`config.mk`:
```
export PLATFORM = sky130hd
export DESIGN_NAME = level_countdown_timer_flat
export DESIGN_NICKNAME = d
export VERILOG_FILES = /design/src/rtl/level_countdown_timer_if.sv /design/src/rtl/level_countdown_timer.sv /design/src/flat_wrapper.sv
export SDC_FILE = /design/constraint.sdc
export NUM_CORES = 1
export LEC_CHECK = 0
export ABC_AREA = 1
export BUFFER_PORTS_ARGS = -buffer_cell sky130_fd_sc_hd__buf_4
export CORE_AREA = 10 10 97 65
export CTS_BUF_LIST = sky130_fd_sc_hd__clkbuf_4
export DETAILED_ROUTE_END_ITERATION = 8
export DIE_AREA = 0 0 107 75
export GPL_ROUTABILITY_DRIVEN = 0
export GPL_TIMING_DRIVEN = 0
export PLACE_DENSITY = 0.79
export REMOVE_ABC_BUFFERS = 1
export SLEW_MARGIN = 20
export SYNTH_ARGS = -nofsm -noshare
export SYNTH_HDL_FRONTEND = slang
export SYNTH_SLANG_ARGS = --single-unit
```
`constraint.sdc`:
```
create_clock -name clk -period 5.6 [get_ports clk]
set_input_delay 0.28 -clock clk [delete_from_list [all_inputs] [get_ports clk]]
set_output_delay 0.28 -clock clk [all_outputs]
set_load 0.02 [all_outputs]
```
`src/rtl/level_countdown_timer_if.sv`:
```
// Level-controller <-> countdown timer signal bundle.
// The timer takes the slave side; the controller/display side takes master.
interface level_countdown_timer_if;
   logic       start_level;
   logic       enable_timer;
   logic       pause;
   logic       bonus_valid;
   logic [3:0] bonus_tens;
   logic [3:0] bonus_ones;
   logic [3:0] tens;
   logic [3:0] ones;
   logic       one_sec_tick;
   logic       low_time;

   modport master (
      output start_level, enable_timer, pause, bonus_valid, bonus_tens, bonus_ones,
      input  tens, ones, one_sec_tick, low_time
   );

   modport slave (
      input  start_level, enable_timer, pause, bonus_valid, bonus_tens, bonus_ones,
      output tens, ones, one_sec_tick, low_time
   );
endinterface

```
`src/rtl/level_countdown_timer.sv`:
```
// Per-level BCD seconds countdown with a run-gated prescaler and
// saturating BCD time bonuses applied on top of the same-cycle decrement.
module level_countdown_timer #(
   parameter int unsigned CLK_HZ     = 31_500_000,
   parameter int unsigned START_TENS = 6,
   parameter int unsigned START_ONES = 0,
   parameter int unsigned LOW_TENS   = 1
) (
   input  logic                   clk,
   input  logic                   resetN,
   level_countdown_timer_if.slave bus
);

   localparam int unsigned    PW = (CLK_HZ > 1) ? $clog2(CLK_HZ) : 1;
   localparam logic [PW-1:0]  TC = PW'(CLK_HZ - 1);

   logic [3:0]    tens_q, ones_q;
   logic [PW-1:0] presc_q;
   logic          tick_q;

   logic          value_nz, run, tick;
   logic [3:0]    dec_tens, dec_ones;
   logic          dec_nz, carry, bonus_ok;
   logic [4:0]    ones_sum, ones_adj, tens_sum;
   logic [3:0]    nxt_tens, nxt_ones;

   assign value_nz = (tens_q != 4'd0) || (ones_q != 4'd0);
   assign run      = bus.enable_timer && !bus.pause && value_nz;
   assign tick     = run && (presc_q == TC);

   always_comb begin
      dec_tens = tens_q;
      dec_ones = ones_q;
      if (tick) begin
         if (ones_q != 4'd0) begin
            dec_ones = ones_q - 4'd1;
         end else begin
            dec_ones = 4'd9;
            dec_tens = tens_q - 4'd1;
         end
      end
      dec_nz = (dec_tens != 4'd0) || (dec_ones != 4'd0);

      // Bonus is added to the already-decremented value; tens overflow saturates at 99.
      ones_sum = {1'b0, dec_ones} + {1'b0, bus.bonus_ones};
      carry    = ones_sum > 5'd9;
      ones_adj = ones_sum - 5'd10;
      tens_sum = {1'b0, dec_tens} + {1'b0, bus.bonus_tens} + {4'd0, carry};
      bonus_ok = bus.bonus_valid && (bus.bonus_tens <= 4'd9) &&
                 (bus.bonus_ones <= 4'd9) && dec_nz;

      nxt_tens = dec_tens;
      nxt_ones = dec_ones;
      if (bonus_ok) begin
         if (tens_sum > 5'd9) begin
            nxt_tens = 4'd9;
            nxt_ones = 4'd9;
         end else begin
            nxt_tens = tens_sum[3:0];
            nxt_ones = carry ? ones_adj[3:0] : ones_sum[3:0];
         end
      end
   end

   always_ff @(posedge clk or negedge resetN) begin
      if (!resetN) begin
         tens_q  <= '0;
         ones_q  <= '0;
         presc_q <= '0;
         tick_q  <= 1'b0;
      end else if (bus.start_level) begin
         tens_q  <= 4'(START_TENS);
         ones_q  <= 4'(START_ONES);
         presc_q <= '0;
         tick_q  <= 1'b0;
      end else begin
         tens_q <= nxt_tens;
         ones_q <= nxt_ones;
         tick_q <= tick;
         if (run) begin
            presc_q <= tick ? '0 : presc_q + PW'(1);
         end
      end
   end

   assign bus.tens         = tens_q;
   assign bus.ones         = ones_q;
   assign bus.one_sec_tick = tick_q;
   assign bus.low_time     = ({1'b0, tens_q} < 5'(LOW_TENS)) && value_nz;

endmodule

```
`src/flat_wrapper.sv`:
```
// flat-port wrapper written by rule: the top's interface ports become plain ports
module level_countdown_timer_flat 
#(
   parameter int unsigned CLK_HZ     = 31_500_000,
   parameter int unsigned START_TENS = 6,
   parameter int unsigned START_ONES = 0,
   parameter int unsigned LOW_TENS   = 1
)
  (clk, resetN, bus_start_level, bus_enable_timer, bus_pause, bus_bonus_valid, bus_bonus_tens, bus_bonus_ones, bus_tens, bus_ones, bus_one_sec_tick, bus_low_time);
  level_countdown_timer_if bus_i ();
  input  logic clk;
  input  logic resetN;
  input wire logic [$bits(bus_i.start_level)-1:0] bus_start_level;
  input wire logic [$bits(bus_i.enable_timer)-1:0] bus_enable_timer;
  input wire logic [$bits(bus_i.pause)-1:0] bus_pause;
  input wire logic [$bits(bus_i.bonus_valid)-1:0] bus_bonus_valid;
  input wire logic [$bits(bus_i.bonus_tens)-1:0] bus_bonus_tens;
  input wire logic [$bits(bus_i.bonus_ones)-1:0] bus_bonus_ones;
  output wire logic [$bits(bus_i.tens)-1:0] bus_tens;
  output wire logic [$bits(bus_i.ones)-1:0] bus_ones;
  output wire logic [$bits(bus_i.one_sec_tick)-1:0] bus_one_sec_tick;
  output wire logic [$bits(bus_i.low_time)-1:0] bus_low_time;
  assign bus_i.start_level = bus_start_level;
  assign bus_i.enable_timer = bus_enable_timer;
  assign bus_i.pause = bus_pause;
  assign bus_i.bonus_valid = bus_bonus_valid;
  assign bus_i.bonus_tens = bus_bonus_tens;
  assign bus_i.bonus_ones = bus_bonus_ones;
  assign bus_tens = bus_i.tens;
  assign bus_ones = bus_i.ones;
  assign bus_one_sec_tick = bus_i.one_sec_tick;
  assign bus_low_time = bus_i.low_time;
  level_countdown_timer #(.CLK_HZ(CLK_HZ), .START_TENS(START_TENS), .START_ONES(START_ONES), .LOW_TENS(LOW_TENS)) u_core (.clk(clk), .resetN(resetN), .bus(bus_i));
endmodule
```
==> flow_metrics.env, run 1 <==
export IMPL_dieArea_sq_um=8030
export IMPL_clockBufferDepth=2
export IMPL_root_buffer="clkbuf_4"
export IMPL_hold_slack_ns=0.0870
export IMPL_p_comb_frac=0.332
export IMPL_synthFlopType="dfrtp_1"
export IMPL_layout_drive_gt1_share=0.126
export IMPL_io_buffers=23
export IMPL_drv_cap=0
export IMPL_fin_crit_sh=0.920
export IMPL_grt_pass1_wl_um=10900
export IMPL_rows=19
export IMPL_synth_largest_area_cell="dfrtp_1"
export IMPL_critPathCaptureType="flip-flop"
export IMPL_dpl_cell_area_sq_um=2910
export IMPL_fmax_mhz=194
export IMPL_synth_edf_count=0
export IMPL_path_class="flip-flop to flip-flop"
export IMPL_fp_dieH_um=75
export IMPL_yosys_top_cells_count="88 x nand2_1, 51 x inv_1, 42 x nor2_1, 36 x nand3_1, 34 x dfrtp_1"
export IMPL_dp_hpwl_um=5180
export IMPL_crit_fanout=11
export IMPL_switching_share=0.374
export IMPL_drc=0
export IMPL_htreeDepth=2
export IMPL_worstHoldPathType="primary input to flip-flop"
export IMPL_final_net_count=440
export IMPL_synth_area_leaders="dfrtp_1 32%, nand2_1 12%, inv_1 7.1%"
export IMPL_max_slew_margin_rel=0.477
export IMPL_peakVddDrop_uv=134
export IMPL_ys_seq_area_frac=0.316
export IMPL_post_cts_buffers=0
export IMPL_grt_max_degree=35
export IMPL_slowest_stage="fa_1"
export IMPL_setup_viol=0
export IMPL_yosys_warnings=0
export IMPL_wirelength_um=6450
export IMPL_run_status="finished clean"
export IMPL_clk_pin_slew_ns=0.12
export IMPL_vias_per_cell=5.45
export IMPL_netlist_instances=389
export IMPL_gr_total_overflow=0
export IMPL_cts_sinks=34
export IMPL_area_growth_pct=10.3
export IMPL_arrival_ns=5.40
export IMPL_clock_latency_ns=0.35
export IMPL_r2r_end="u_core.bus.ones[2]$_DFF_PN0_"
export IMPL_finish_instance_area_sq_um=2970
export IMPL_synth_most_common_cell="nand2_1"
export IMPL_grt_pass1_vias=2217
export IMPL_wl_met3_um=656
export IMPL_seqPwrFrac=0.448
export IMPL_antenna_found_initial=1
export IMPL_setup_worst_path_start_class="flip-flop"
export IMPL_initial_core_util=0.603
export IMPL_grt_usage=0.165
export IMPL_syn_cell_area_sq_um=2700
export IMPL_power_switching_mw=0.221
export IMPL_synth_top_area_frac=0.316
export IMPL_p_per_area_nw_per_um2=199
export IMPL_min_period_ns=5.15
export IMPL_io_pins=24
export IMPL_crit_start="u_core.bus.ones[0]$_DFF_PN0_"
export IMPL_numCtsBuffers=5
export IMPL_rsz0062_at_grt="false"
export IMPL_cp_data_required_time_ns=5.85
export IMPL_slew_violations=0
export IMPL_wl_per_cell_um=13.5
export IMPL_top_layer="met4"
export IMPL_hold_viol_final=0
export IMPL_die_w_um=107
export IMPL_dr_wl_met2_um=2280
export IMPL_reg2reg_slack_ns=0.45
export IMPL_internal_power_mw=0.371
export IMPL_reg2reg_from="u_core.bus.ones[0]$_DFF_PN0_"
export IMPL_tightest_slew_ns=0.785
export IMPL_endpoint="u_core.bus.ones[2]$_DFF_PN0_"
export IMPL_tritoncts="built"
export IMPL_core_area_sq_um=4470
export IMPL_finClkSkew_ns=0.0122
export IMPL_routed_via_count=2605
export IMPL_critPathMaxStageDelay_ns=0.41
export IMPL_finalSetupTns_ns=0
export IMPL_synth_area_per_cell_sq_um=6.93
export IMPL_pwr_share_clk=0.220
export IMPL_cp_common_cell="nand2_1"
export IMPL_r2r_cells=30
export IMPL_dr_pass1_iters=5
export IMPL_synth_seq_cells=34
export IMPL_ant_nets=0
export IMPL_leakage_nw=1.49
export IMPL_synthArstFlopShare=1.00
export IMPL_utilization=0.665
export IMPL_min_path_cells=2
export IMPL_wl_met1_um=3490
export IMPL_drtIter0Drc=221
export IMPL_yosys_cell_types_count=35
==> power by group through the flow <==
stage               clock [mW]  sequential [mW]  combinational [mW]
floorplan                    0            0.274               0.134
global placement             0            0.269               0.188
detailed placement           0            0.270               0.194
CTS                      0.133            0.265               0.196
global route             0.143            0.267               0.225
finish                   0.130            0.265               0.196
==> cell usage in the layout, fill, tap and decap left out, drive strengths merged, types with 2 or more instances in the layout <==
cell / netlist / routed
nand2: 96 / 96
inv: 54 / 54
nor2: 49 / 49
nand3: 40 / 40
dfrtp: 34 / 34
buf: 4 / 23
a21oi: 22 / 22
nor3: 13 / 13
o21ai: 13 / 13
xor2: 12 / 12
ha: 11 / 11
a31oi: 6 / 6
clkbuf: 4 / 5
and3: 4 / 4
a211oi: 4 / 4
clkinv: 1 / 4
nand4: 4 / 4
o22ai: 4 / 4
fa: 3 / 3
diode: 0 / 2
xnor2: 2 / 2
nor4: 2 / 2
==> worst min-delay path by stage <==
| stage | from | endpoint |
|---|---|---|
| after global placement | resetN | u_core.presc_q[14]$_DFFE_PN0P_ |
| after floorplan | resetN | u_core.bus.one_sec_tick$_DFF_PN0_ |
| after detailed placement | resetN | u_core.presc_q[16]$_DFFE_PN0P_ |
| after CTS | bus_start_level | u_core.bus.one_sec_tick$_DFF_PN0_ |
| after global routing | bus_start_level | u_core.bus.one_sec_tick$_DFF_PN0_ |
| final | bus_start_level | u_core.bus.one_sec_tick$_DFF_PN0_ |
==> area by class of cell <==
class	count	area, sq um
multi-input combinational	292	1600
fill	435	1500
inverter	55	206
timing repair buffer	24	183
clock inverter	3	11.3
antenna	2	5.00
clock buffer	5	37.5
sequential	34	851
tap	63	78.8
==> registers in the layout, summed over array words and instances (netlist names) <==
signal                   count
u_core.bus.one_sec_tick      1
u_core.bus.ones              4
u_core.bus.tens              4
u_core.presc_q              25
==> layer usage <==
metal  track usage  up-vias
li1              -     1315
met1         0.264     1178
met2         0.210      110
met3        0.0452        2
met4        0.0194        0
met5             0        -
==> kinds of logic after synthesis <==
logic type | count (synthesis) | share of synthesized area
simple gates | 211 | 0.362
buf+inv | 63 | 0.0919
compound gates | 53 | 0.112
flops | 34 | 0.316
xor+xnor | 14 | 0.0455
fa+ha+maj | 14 | 0.0733
==> critical path, delay by kind of cell (launching register included) <==
kind                     cells  cell delay, ns
XOR/XNOR                     2            0.30
adder cells (fa/ha/maj)      6            1.76
buffers and inverters        5            0.43
AO/OA/AOI/OAI                1            0.14
flip-flops                   1            0.38
AND/OR/NAND/NOR             16            2.04
==> repair_timing <==
action / CTS / global route
endpoints found under the hold margin: 34 / 0
resized for setup: 0 / 0
hold buffers: 1 / 0
==> stage by stage <==
step	setup slack, ns	instances	power (mW)
6_report	0.449	478	0.592
5_1_grt	0.0311	478	0.635
4_1_cts	0.509	476	0.594
3_5_place_dp	0.538	467	0.464
3_3_place_gp	0.636	467	0.457
2_1_floorplan	1.08	381	0.408
Power figures use the tool's default switching activity.
==> inputs of run 2 (changes only) <==
==> constraint.sdc (replaced) <==
create_clock -name clk -period 5.4 [get_ports clk]
set_input_delay 0.27 -clock clk [delete_from_list [all_inputs] [get_ports clk]]
set_output_delay 0.27 -clock clk [all_outputs]
set_load 0.02 [all_outputs]
==> run 2 against run 1 <==
  * Count of clock-buffer cells in the layout unchanged
  * Die area unchanged
  * Sequential share of layout area decreased by 0.17 points
  * Core utilization increased by 0.39 points
  * Global-route usage unchanged
  * Largest power group unchanged
  * Setup slack got worse by 0.060 ns
  * Design area increased by 0.59%
  * Non-clock buffer count unchanged
  * Combinational power increased by 5%
  * Via count increased by 0.12%
==> flow_metrics.env, run 2 (synthesis gave the netlist of run 1 again) <==
export IMPL_wl_per_cell_um=13.5
export IMPL_finClkSkew_ns=0.0108
export IMPL_layout_commonest_cell="nand2_1"
export IMPL_area_growth_pct=11.0
export IMPL_cp_data_required_time_ns=5.64
export IMPL_io_pins=24
export IMPL_setup_viol=0
export IMPL_arrival_ns=5.25
export IMPL_slowest_stage="fa_1"
export IMPL_io_buffers=23
export IMPL_clk_pin_slew_ns=0.11
export IMPL_fin_crit_sh=0.928
export IMPL_htreeDepth=2
export IMPL_root_buffer="clkbuf_4"
export IMPL_fp_dieH_um=75
export IMPL_slew_violations=0
export IMPL_cp_common_cell="nand2_1"
export IMPL_antenna_found_initial=1
export IMPL_rsz0062_at_grt="false"
export IMPL_clockBufferDepth=2
export IMPL_dp_slack_ns=0.338
export IMPL_gr_total_overflow=0
export IMPL_fmax_mhz=200
export IMPL_regMostFlops="u_core.presc_q"
export IMPL_p_per_area_nw_per_um2=205
export IMPL_critPathMaxStageDelay_ns=0.42
export IMPL_drtIter0Drc=229
export IMPL_wirelength_um=6470
export IMPL_die_w_um=107
export IMPL_vias_per_cell=5.46
export IMPL_drv_cap=0
export IMPL_grt_usage=0.165
export IMPL_layout_drive_gt1_share=0.126
export IMPL_drc=0
export IMPL_stdcell_count=478
export IMPL_setup_ws_ns=0.389
export IMPL_min_period_ns=5.01
export IMPL_worstHoldStart="bus_start_level"
export IMPL_dieArea_sq_um=8030
export IMPL_hold_path_end="u_core.bus.one_sec_tick$_DFF_PN0_"
export IMPL_clock_latency_ns=0.34
export IMPL_final_net_count=440
export IMPL_tightest_slew_ns=0.780
export IMPL_path_class="flip-flop to flip-flop"
export IMPL_dp_hpwl_um=5180
export IMPL_initial_core_util=0.603
export IMPL_critPathCaptureType="flip-flop"
export IMPL_ant_nets=0
export IMPL_worstHoldPathType="primary input to flip-flop"
export IMPL_reg2reg_slack_ns=0.39
export IMPL_dr_pass1_iters=5
export IMPL_largest_reg_flops=25
export IMPL_grt_pass1_wl_um=10900
export IMPL_routed_via_count=2608
export IMPL_grt_pass1_vias=2217
export IMPL_peakVddDrop_uv=134
export IMPL_hold_slack_ns=0.0819
export IMPL_reg2reg_from="u_core.bus.ones[0]$_DFF_PN0_"
export IMPL_hold_viol_final=0
export IMPL_finalSetupTns_ns=0
export IMPL_crit_fanout=11
export IMPL_setup_worst_path_start_class="flip-flop"
export IMPL_min_path_cells=2
export IMPL_grt_max_degree=35
export IMPL_max_slew_margin_rel=0.480
export IMPL_dp_cells=467
export IMPL_cts_sinks=34
export IMPL_rows=19
export IMPL_core_area_sq_um=4470
export IMPL_leakage_nw=1.49
export IMPL_run_status="finished clean"
export IMPL_r2r_cells=30
export IMPL_layout_common_cells="88 x nand2_1, 51 x inv_1, 42 x nor2_1, 36 x nand3_1, 34 x dfrtp_1"
export IMPL_tritoncts="built"
export IMPL_r2r_end="u_core.bus.ones[2]$_DFF_PN0_"
export IMPL_numCtsBuffers=5
==> run 2: cell types whose count changed in the layout (fill, tap and decap cells not counted) <==
cell     delta
nor2_2      -2
nor2_4      +2
nand3_2     -1
nand3_4     +1
==> run 2: what timing repair did <==
item,CTS,global route
gates resized for setup,0,3
hold endpoints to repair,34,0
buffers inserted,0,0
endpoints found under the setup margin,0,8
hold buffers,1,0
==> run 2: layer usage <==
layer / GRT usage / part of all wire / vias to the layer above
met1: 0.264 / 0.54 / 1174
li1: - / - / 1319
met5: 0 / 0 / -
met3: 0.0452 / 0.10 / 4
met2: 0.210 / 0.36 / 111
met4: 0.0194 / 0.0037 / 0
==> run 2: worst max-delay path by stage <==
stage | endpoint | start
finish | u_core.bus.ones[2]$_DFF_PN0_ | u_core.bus.ones[0]$_DFF_PN0_
global route | u_core.bus.ones[3]$_DFF_PN0_ | u_core.bus.ones[0]$_DFF_PN0_
CTS | u_core.bus.ones[2]$_DFF_PN0_ | u_core.bus.ones[0]$_DFF_PN0_
detailed placement | u_core.bus.ones[2]$_DFF_PN0_ | u_core.bus.ones[0]$_DFF_PN0_
global placement | u_core.bus.ones[2]$_DFF_PN0_ | u_core.bus.ones[0]$_DFF_PN0_
floorplan | u_core.bus.ones[1]$_DFF_PN0_ | u_core.bus.ones[0]$_DFF_PN0_
==> run 2: metrics by stage <==
stage | power [mW] | instance area (sq um) | util
after floorplan | 0.423 | 2660 | -
after global placement | 0.474 | 2910 | 0.650
after detailed placement | 0.481 | 2910 | 0.651
after CTS | 0.616 | 2970 | 0.664
after global routing | 0.660 | 2990 | 0.669
final | 0.615 | 2990 | 0.669
==> run 2: report_power, final <==
group / switching, mW / total (mW) / leakage (nW) / internal [mW]
Combinational: 0.131 / 0.205 / 0.999 / 0.0737
Sequential: 0.0103 / 0.275 / 0.461 / 0.265
Clock: 0.0878 / 0.134 / 0.0277 / 0.0464
Total: 0.230 / 0.615 / 1.49 / 0.385
==> run 2: layout make-up <==
class / instances / area (sq um)
well taps: 63 / 78.8
diodes: 2 / 5.00
inverters: 55 / 206
flip-flops and latches: 34 / 851
multi-input cells: 292 / 1620
clock buffers: 5 / 37.5
clock inverters: 3 / 11.3
fillers: 431 / 1480
repair buffers: 24 / 183
==> run 2: worst max-delay path, delay by kind of cell (launching register included) <==
kind / cells / cell delay (ns)
fa+ha+maj: 6 / 1.95
buf+inv: 5 / 0.46
xor+xnor: 2 / 0.36
compound gates: 1 / 0.14
flops: 1 / 0.40
simple gates: 16 / 1.59
